==> config.mk <==
export PLATFORM = sky130hd
export DESIGN_NAME = float_denormalizer
export DESIGN_NICKNAME = d
export VERILOG_FILES = /design/src/rtl/float_pkg.sv /design/src/rtl/shift_step.sv /design/src/rtl/float_denormalizer.sv
export SDC_FILE = /design/constraint.sdc
export NUM_CORES = 1
export LEC_CHECK = 0
export ABC_AREA = 1
export BUFFER_PORTS_ARGS = -buffer_cell sky130_fd_sc_hd__buf_2
export CAP_MARGIN = 20
export CELL_PAD_IN_SITES_DETAIL_PLACEMENT = 0
export CELL_PAD_IN_SITES_GLOBAL_PLACEMENT = 1
export CORE_MARGIN = 10
export CORE_UTILIZATION = 45
export CTS_CLUSTER_SIZE = 25
export DETAILED_ROUTE_END_ITERATION = 10
export PLACE_DENSITY_LB_ADDON = 0.1
export SLEW_MARGIN = 10
export SYNTH_ARGS = -nofsm -noshare
export SYNTH_HDL_FRONTEND = slang
export SYNTH_SLANG_ARGS = --single-unit
==> constraint.sdc <==
create_clock -name clk -period 2.67 [get_ports clk]
set_input_delay 0.6675 -clock clk [delete_from_list [all_inputs] [get_ports clk]]
set_output_delay 0.6675 -clock clk [all_outputs]
set_load 0.01 [all_outputs]
==> src/rtl/float_pkg.sv <==
// Shared constants and types for the floating-format datapath blocks.
// Mantissa/exponent widths, denormalizer FSM states, saturation helper.
// Pure definitions; no timing or flow control.
package float_pkg;

  localparam int MANT_W = 15;
  localparam int EXP_W  = 5;

  typedef enum logic [1:0] {
    ST_IDLE  = 2'd0,
    ST_SHIFT = 2'd1,
    ST_DONE  = 2'd2
  } state_t;

  // Largest positive two's-complement value of width w (w in 2..64), right-aligned.
  function automatic logic [63:0] sat_max(input int w);
    return 64'h7FFF_FFFF_FFFF_FFFF >> (64 - w);
  endfunction

endpackage

==> src/rtl/shift_step.sv <==
// One-bit shift of a W-bit signed value: logical left or arithmetic right.
// Combinational, zero latency.
// No flow control; the caller decides when to register the result.
module shift_step #(
  parameter int W = 32
) (
  input  logic [W-1:0] i_dat,
  input  logic         i_left,
  output logic [W-1:0] o_dat,
  output logic         o_ovf
);

  // Left shift flags overflow when the bit leaving the MSB differs from the new MSB.
  always_comb begin
    o_dat = {i_dat[W-1], i_dat[W-1:1]};
    o_ovf = 1'b0;
    if (i_left) begin
      o_dat = {i_dat[W-2:0], 1'b0};
      o_ovf = i_dat[W-1] ^ i_dat[W-2];
    end
  end

endmodule

==> src/rtl/float_denormalizer.sv <==
// Converts mantissa x 2^exponent to a saturating signed OUT_W-bit integer.
// Latency |exp|+1 cycles from acceptance to the oValid pulse.
// iReady only in IDLE; one operand in flight, iValid elsewhere is ignored.
module float_denormalizer
  import float_pkg::*;
#(
  parameter int OUT_W = 32
) (
  input  logic              clk,
  input  logic              rst_n,
  input  logic              iValid,
  input  logic [MANT_W-1:0] iMant,
  input  logic [EXP_W-1:0]  iExp,
  output logic              iReady,
  output logic              oValid,
  output logic [OUT_W-1:0]  oFixed,
  output logic              oOvf
);

  localparam logic [63:0]      SAT64   = sat_max(OUT_W);
  localparam logic [OUT_W-1:0] SAT_POS = SAT64[OUT_W-1:0];
  localparam logic [OUT_W-1:0] SAT_NEG = ~SAT_POS;

  state_t             r_state;
  state_t             w_next_state;
  logic [OUT_W-1:0]   r_acc;
  logic [EXP_W-1:0]   r_cnt;
  logic               r_left;
  logic               r_ovf;
  logic               r_neg;
  logic               r_valid;
  logic [OUT_W-1:0]   r_fixed;
  logic               r_oovf;

  logic               w_accept;
  logic [EXP_W-1:0]   w_abs_exp;
  logic [OUT_W-1:0]   w_mant_ext;
  logic [OUT_W-1:0]   w_step_dat;
  logic               w_step_ovf;

  // |iExp| fits in EXP_W bits unsigned: -16 negates to 5'b10000 = 16.
  assign w_abs_exp  = iExp[EXP_W-1] ? (~iExp + EXP_W'(1)) : iExp;
  assign w_mant_ext = {{(OUT_W-MANT_W){iMant[MANT_W-1]}}, iMant};

  shift_step #(.W(OUT_W)) u_shift_step (
    .i_dat  (r_acc),
    .i_left (r_left),
    .o_dat  (w_step_dat),
    .o_ovf  (w_step_ovf)
  );

  // State register.
  always_ff @(posedge clk or negedge rst_n) begin
    if (!rst_n) r_state <= ST_IDLE;
    else        r_state <= w_next_state;
  end

  // Next-state and handshake decode; the last SHIFT is the one with count 1.
  always_comb begin
    w_next_state = r_state;
    iReady       = 1'b0;
    w_accept     = 1'b0;
    unique case (r_state)
      ST_IDLE: begin
        iReady   = 1'b1;
        w_accept = iValid;
        if (iValid) w_next_state = (iExp == '0) ? ST_DONE : ST_SHIFT;
      end
      ST_SHIFT: if (r_cnt == EXP_W'(1)) w_next_state = ST_DONE;
      ST_DONE:  w_next_state = ST_IDLE;
      default:  w_next_state = ST_IDLE;
    endcase
  end

  // Datapath: load on acceptance, one shift per SHIFT cycle with sticky overflow.
  always_ff @(posedge clk or negedge rst_n) begin
    if (!rst_n) begin
      r_acc  <= '0;
      r_cnt  <= '0;
      r_left <= 1'b0;
      r_ovf  <= 1'b0;
      r_neg  <= 1'b0;
    end else if (w_accept) begin
      r_acc  <= w_mant_ext;
      r_cnt  <= w_abs_exp;
      r_left <= ~iExp[EXP_W-1];
      r_ovf  <= 1'b0;
      r_neg  <= iMant[MANT_W-1];
    end else if (r_state == ST_SHIFT) begin
      r_acc  <= w_step_dat;
      r_cnt  <= r_cnt - EXP_W'(1);
      r_ovf  <= r_ovf | w_step_ovf;
    end
  end

  // Result registers: capture (saturated) value on DONE, hold until the next one.
  always_ff @(posedge clk or negedge rst_n) begin
    if (!rst_n) begin
      r_valid <= 1'b0;
      r_fixed <= '0;
      r_oovf  <= 1'b0;
    end else begin
      r_valid <= (r_state == ST_DONE);
      if (r_state == ST_DONE) begin
        r_fixed <= r_ovf ? (r_neg ? SAT_NEG : SAT_POS) : r_acc;
        r_oovf  <= r_ovf;
      end
    end
  end

  assign oValid = r_valid;
  assign oFixed = r_fixed;
  assign oOvf   = r_oovf;

endmodule

==> results of run 1 <==
flip-flops by register name, summed over array words and instances (netlist names):
signal and cells:
oFixed 32, oOvf 1, oValid 1, r_acc 32, r_cnt 5, r_left 1
r_neg 1, r_ovf 1, r_state 2
cell type report:
type                    count  area, um^2
clock inverters             4        97.6
well taps                 105         131
multi-input cells         344        1560
repair buffers             65         373
clock buffers              11         141
inverters                  58         220
fillers                   841        3830
flip-flops and latches     76        1900
through the flow:
stage               instances  setup slack, ns  cell area (um^2)
global placement          648            0.810              4190
global route              663            0.796              4430
detailed placement        648            0.793              4190
floorplan                 505             1.23              3820
finish                    663            0.903              4430
CTS                       663            0.880              4430
routing by layer:
metal	GRT usage, %	wire, um
met1	19.6	4490
met3	3.78	395
met5	0	0
met4	4.40	98
met2	22.5	3980
final timing paths:
path                                   startpoint                      to
setup / recovery           r_state[0]$_DFFE_PN0P_                  iReady
hold / removal                              rst_n  oFixed[26]$_DFFE_PN0P_
setup reg to reg           r_state[0]$_DFFE_PN0P_   r_acc[27]$_DFFE_PN0P_
hold reg to reg                  oOvf$_DFFE_PN0P_        oOvf$_DFFE_PN0P_
max in group asynchronous                   rst_n    r_acc[8]$_DFFE_PN0P_
min in group clk                 oOvf$_DFFE_PN0P_        oOvf$_DFFE_PN0P_
kinds of logic (layout without fill, tap and decap cells):
family	count (synthesis)	after routing	synth area share, %
AO/OA/AOI/OAI	123	123	17.2
XOR/XNOR	1	1	0.229
adder cells (fa/ha/maj)	3	3	0.982
buffers and inverters	85	138	9.42
flip-flops	76	76	49.7
AND/OR/NAND/NOR	217	217	22.4
worst reg2reg max path: stages (launching register included):
cell and delay (ns):
dfrtp_1 0.44, nor2_2 0.16, nand2_4 0.16, nand2_2 0.39
buf_12 0.28, nand2_1 0.09, o21ai_1 0.09
where the power goes:
part	leakage, nW	switching [mW]	internal (mW)
clock network	0.116	0.414	0.642
logic	1.18	1.60	0.919
registers	0.937	0.318	1.69
total	2.23	2.33	3.25
cell usage in the layout (no fill, tap or decap), types with 2 or more instances in the layout:
| cell | synthesis | final |
|---|---|---|
| nand2_4 | 2 | 2 |
| inv_2 | 3 | 3 |
| nor2_1 | 34 | 34 |
| clkbuf_8 | 0 | 10 |
| ha_1 | 3 | 3 |
| nand3_1 | 5 | 5 |
| nand2_1 | 170 | 170 |
| buf_12 | 0 | 2 |
| buf_4 | 2 | 7 |
| a21oi_1 | 26 | 26 |
| inv_1 | 53 | 53 |
| nor2_2 | 2 | 2 |
| o21a_1 | 2 | 2 |
| o22ai_1 | 2 | 2 |
| buf_2 | 13 | 56 |
| o21ai_0 | 47 | 47 |
| dfrtp_1 | 76 | 76 |
| o211ai_1 | 10 | 10 |
| o21ai_1 | 33 | 33 |
| nand4_1 | 2 | 2 |
| bufinv_16 | 0 | 3 |
==> reports/qor.txt, run 1 <==
status - completed
Final #Nets - 580
Total GRT Usage - 14.6%
max_cap viols - 0
post-synthesis cell area - 3820 um^2
Routed Antenna Nets - 0
unique cell type count in the Yosys netlist - 28
clock skew - 0.00924 ns
Buf/Inv on CP - 1
Yosys top cell by area - dfrtp_1
top-count cell post-synth - nand2_1
CTS tree - done
worst slew pin tran - 0.495 ns
max frequency - 566 MHz
reg2reg setup slack - 0.98 ns
Die H - 112 um
hold_buf cts - 0
R2R cell count - 6
clk slew on worst S/H paths - 0.08 ns
diode count - 0
Tmin final - 1.77 ns
RSZ-0062 raised after global routing - false
CTS sink cnt - 76
share of the synthesized area in the top cell type - 49.7%
die width - 112 um
number of cell rows - 33
synth cell count leaders - 170 x nand2_1, 76 x dfrtp_1, 53 x inv_1
RePlAce Congestion - 0.761
crit end category - output pin
synth top area cells - dfrtp_1 50%, nand2_1 17%, o21ai_0 6.2%
Syn Nets - 531
number of global-route vias before repair - 3296
CP max stage delay - 0.44 ns
Top FF cell, synth - dfrtp_1
Root Buffer - clkbuf_8
power density cells - 1260 nW/um^2
final worst path period share - 66.2%
DRT Pass-1 Iters - 4
Synth async-reset ratio - 100%
via total after detailed routing - 3262
DRT iter0 DRCs - 148
Peak VDD IR - 0.513 mV
Initial Utilization - 46.3%
Lkg Pwr - 2.23 nW
Clk Latency, worst-skew pair - 0.34 ns
Warnings, synthesis - 0
sequential area share after synthesis - 49.7%
worst hold margin - 0.277 ns
drc violations - 0
post-CTS resize count - 0
CP Cell Sequence - nor2_2 -> buf_2
CTS H-tree depth - 3
area grow syn2layout - 15.8%
CP max-delay cell - dfrtp_1
total CTS buffers - 9
Routed WL per cell - 13.5 um
I/O Pins - 58
worst-path fanout max - 4
HPWL after DPL - 6330 um
Hold Path Class - primary input to async pin
Post-Synthesis Cells - 505
Mean Syn Cell Area - 7.57 um^2
layout cell share with drive strength beyond 1 - 15.9%
Final Hold Vio Count - 0
Setup Crit Path Kind - register to output pin
initial antenna violation count - 0
first-pass GRT wire length - 15700 um
CP startpoint kind - register
setup TNS - 0 ns
grt total ovfl - 0
CP Data Arrival Time - 1.10 ns
CP required - 2.00 ns
Power Total - 5.58 mW
pin count of the biggest net entering global routing - 47
number of synthesized register bits - 76
final core occ - 53.6%
delay-heaviest family, CP - flip-flops
Via density - 4.92
post-CTS setup buffers - 0
Stages on worst setup path - 2
CTS max path bufs - 2
I/O Buffers - 57
die area - 12600 um^2
Slew Limit Headroom - 67.0%
core area - 8260 um^2
routed wire length - 8960 um
Slew Limit Fails - 0
final setup fails - 0
EDFF count, synth - 0
(Power assumes the default switching activity.)
==> run 2, diff against run 1 <==
CORE_UTILIZATION = 41   (was 45)
clock period = 1.69 ns   (was 2.67 ns; I/O delays follow)
==> reports/qor.txt, run 2 (synthesis results as in run 1) <==
delay-heaviest family, CP - flip-flops
HPWL after DPL - 6500 um
FF-to-FF End - r_acc[31]$_DFFE_PN0P_
die area - 13600 um^2
area grow syn2layout - 17.0%
final setup fails - 0
post-CTS resize count - 0
Final Hold Vio Count - 0
clk slew on worst S/H paths - 0.08 ns
RePlAce Congestion - 0.740
CP required - 1.27 ns
drc violations - 0
via total after detailed routing - 3354
diode count - 0
Slew Limit Fails - 0
Lkg Pwr - 2.26 nW
pin count of the biggest net entering global routing - 77
Stages on worst setup path - 2
Root Buffer - clkbuf_8
Initial Utilization - 41.8%
GR Util met1 - 19.5%
hold_buf cts - 0
number of global-route vias before repair - 3251
CTS sink cnt - 76
Total GRT Usage - 14.6%
number of cell rows - 35
setup TNS - 0 ns
worst-path fanout max - 4
initial antenna violation count - 0
Buf/Inv on CP - 1
GRT Max-Usage Layer - met2
worst slew pin tran - 0.430 ns
max frequency - 651 MHz
Routed Antenna Nets - 0
routed wire length - 9460 um
RSZ-0062 raised after global routing - false
commonest cells after routing, fill and taps aside - 170 x nand2_1, 76 x dfrtp_1, 56 x buf_2
CP startpoint kind - register
Slew Limit Headroom - 71.3%
CTS H-tree depth - 3
CP max-delay cell - dfrtp_1
Setup Crit Path Kind - register to output pin
CP Cell Sequence - nor2_2 -> buf_2
I/O Pins - 58
I/O Buffers - 57
CTS tree - done
Hold Path Class - primary input to async pin
worst hold margin - 0.0692 ns
layout cell share with drive strength beyond 1 - 17.2%
Peak VDD IR - 0.642 mV
crit end category - output pin
CTS max path bufs - 2
Clk Latency, worst-skew pair - 0.35 ns
post-CTS setup buffers - 0
Tmin final - 1.54 ns
max_cap viols - 0
reg2reg setup slack - 0.25 ns
CP Data Arrival Time - 1.11 ns
total CTS buffers - 9
core area - 9150 um^2
FF-to-FF Start - r_state[0]$_DFFE_PN0P_
Routed WL per cell - 14.0 um
DRT iter0 DRCs - 162
commonest non-fill, non-tap cell in the layout - nand2_1
Via density - 4.96
R2R cell count - 6
Final #Nets - 587
first-pass GRT wire length - 15800 um
Die H - 117 um
M3 GR Usage - 3.70%
clock skew - 0.00789 ns
DRT Pass-1 Iters - 4
die width - 117 um
met2 Track Usage GR - 22.9%
final worst path period share - 90.9%
power density cells - 1980 nW/um^2
grt total ovfl - 0
CP max stage delay - 0.44 ns
status - completed
[run 2: cell types whose count changed in the layout (fill, tap and decap cells not counted)]
cell       before  now
buf_4           7   14
bufinv_16       3    2
clkbuf_1        1    0
clkbuf_8       10   11
clkinv_2        0    1
[run 2: area by class of cell]
cell class              count  area, um^2
multi-input cells         344        1560
inverters                  58         220
fillers                   938        4680
clock buffers              11         151
repair buffers             72         425
well taps                 111         139
clock inverters             4        72.6
flip-flops and latches     76        1900
[run 2: where the power goes]
part	internal, mW	switching, mW
Combinational	1.54	2.57
Clock	0.902	0.677
Sequential	2.66	0.497
[run 2: metrics by stage]
| step | instance area, um^2 | setup slack [ns] | utilization (%) | instances | power [mW] |
|---|---|---|---|---|---|
| detailed placement | 4250 | 0.263 | 46.4 | 661 | 7.36 |
| finish | 4470 | 0.153 | 48.9 | 676 | 8.85 |
| floorplan | 3820 | 0.364 | - | 505 | 6.07 |
| CTS | 4470 | 0.133 | 48.9 | 676 | 8.97 |
| global placement | 4250 | 0.286 | 46.4 | 661 | 7.30 |
| global route | 4470 | 0.102 | 48.9 | 676 | 9.77 |
[run 2: layer usage]
layer	wire, um	up-vias
met5	0	-
met4	83	0
met3	522	6
met2	4350	70
met1	4500	1569
li1	-	1709
[run 2: worst max path at each step]
| stage | from | endpoint |
|---|---|---|
| floorplan | r_state[0]$_DFFE_PN0P_ | r_acc[12]$_DFFE_PN0P_ |
| global placement | r_state[0]$_DFFE_PN0P_ | r_acc[18]$_DFFE_PN0P_ |
| detailed placement | r_state[0]$_DFFE_PN0P_ | r_acc[15]$_DFFE_PN0P_ |
| CTS | r_state[0]$_DFFE_PN0P_ | iReady |
| global route | r_state[0]$_DFFE_PN0P_ | iReady |
| finish | r_state[0]$_DFFE_PN0P_ | iReady |
[run 2: worst reg2reg max path, stage by stage, from the launching register on]
cell     delay [ns]
dfrtp_1        0.44
nor2_2         0.16
nand2_4        0.13
buf_4          0.24
nand2_1        0.10
o21ai_0        0.08
o21a_1         0.18
==> run 3, diff against run 2 <==
CORE_UTILIZATION = 45   (was 41)
RECOVER_POWER = 50   (was unset)
clock period = 1.9 ns   (was 1.69 ns; I/O delays follow)
==> reports/qor.txt, run 3 (synthesis results as in run 1) <==
CP startpoint kind - register
Internal - 4.36 mW
number of global-route vias before repair - 3426
final instance area - 4410 um^2
pin count of the biggest net entering global routing - 59
CTS H-tree depth - 3
commonest cells after routing, fill and taps aside - 170 x nand2_1, 76 x dfrtp_1, 53 x inv_1
Slew Limit Headroom - 11.7%
max_cap viols - 0
die width - 112 um
Routed Antenna Nets - 0
Routed WL per cell - 14.0 um
number of cell rows - 33
delay-heaviest family, CP - flip-flops
total net switching power - 3.33 mW
layout cell share with drive strength beyond 1 - 13.7%
Clk network pwr share - 16.6%
Via density - 4.99
combinational share of power - 46.3%
clk slew on worst S/H paths - 0.07 ns
RePlAce Congestion - 0.745
worst slew pin tran - 1.32 ns
drc violations - 0
CTS tree - done
CP required - 1.42 ns
Slew Limit Fails - 0
Final #Nets - 582
Reg power frac - 37.1%
total CTS buffers - 9
Hold Path Class - primary input to register
die area - 12600 um^2
Tmin final - 1.70 ns
area grow syn2layout - 15.2%
setup TNS - 0 ns
post-CTS resize count - 0
sw frac - 43.3%
Die H - 112 um
Clk Latency, worst-skew pair - 0.35 ns
RSZ-0062 raised after global routing - false
post-CTS setup buffers - 0
Lkg Pwr - 2.19 nW
status - completed
I/O Buffers - 57
max frequency - 590 MHz
CTS max path bufs - 2
initial antenna violation count - 0
diode count - 0
Peak VDD IR - 0.748 mV
worst-path fanout max - 4
CTS sink cnt - 76
CP max stage delay - 0.44 ns
commonest non-fill, non-tap cell in the layout - nand2_1
final worst path period share - 89.2%
grt total ovfl - 0
Root Buffer - clkbuf_8
clock skew - 0.00909 ns
Setup Crit Path Kind - register to output pin
final core occ - 53.3%
DRT iter0 DRCs - 110
first-pass GRT wire length - 16600 um
power density cells - 1750 nW/um^2
via total after detailed routing - 3324
Total GRT Usage - 15.4%
routed wire length - 9290 um
CP Data Arrival Time - 1.22 ns
Final Hold Vio Count - 0
CP max-delay cell - dfrtp_1
Initial Utilization - 46.3%
Post-DP Area - 4230 um^2
I/O Pins - 58
crit end category - output pin
HPWL after DPL - 6450 um
Buf/Inv on CP - 1
DRT Pass-1 Iters - 4
CP Cell Sequence - nor2_1 -> buf_2
core area - 8260 um^2
hold_buf cts - 0
final setup fails - 0
Power Total - 7.69 mW
run 3: worst min-delay path, cell delays in order:
cell and delay, ns:
buf_2 0.09, nand2_1 0.05, o211ai_1 0.07
run 3: power groups by stage:
stage          combinational, mW  sequential (mW)  clock (mW)
2_1_floorplan               2.46             2.95           0
3_3_place_gp                3.60             2.86           0
3_5_place_dp                3.64             2.89           0
4_1_cts                     3.67             2.86        1.31
5_1_grt                     4.20             2.97        1.37
6_report                    3.56             2.85        1.28
run 3: stage by stage:
| step | worst slack [ns] | hold slack [ns] | cells |
|---|---|---|---|
| floorplan | 0.574 | 0.179 | 505 |
| global placement | 0.427 | 0.395 | 650 |
| detailed placement | 0.353 | 0.398 | 650 |
| CTS | 0.246 | 0.0157 | 666 |
| global route | 0.142 | 0.407 | 666 |
| finish | 0.205 | 0.394 | 666 |
run 3: layout make-up:
type                    instances  area, um^2
clock buffers                  13         159
clock inverters                 3        45.0
fillers                       845        3850
inverters                      58         220
multi-input cells             344        1550
flip-flops and latches         76        1900
well taps                     105         131
repair buffers                 67         394
run 3: final timing paths:
check                                       start                     end  slack (ns)  cells after the start
max                        r_state[0]$_DFFE_PN0P_                  iReady        0.20                      2
min in group asynchronous                   rst_n  oFixed[28]$_DFFE_PN0P_        0.40                      1
max reg2reg                r_state[0]$_DFFE_PN0P_   r_acc[31]$_DFFE_PN0P_        0.29                      6
max in group asynchronous                   rst_n    r_acc[5]$_DFFE_PN0P_        0.55                      2
min reg2reg                      oOvf$_DFFE_PN0P_        oOvf$_DFFE_PN0P_        0.50                      1
min                                       iExp[0]    r_cnt[0]$_DFFE_PN0P_        0.39                      3
run 3: per-layer routing:
layer | vias to the layer above | track usage (%) | part of all wire [%]
met5 | - | 0 | 0
met4 | 0 | 5.41 | 1.5
li1 | 1704 | - | -
met1 | 1547 | 20.5 | 49
met2 | 61 | 24.3 | 45
met3 | 12 | 3.09 | 4.5
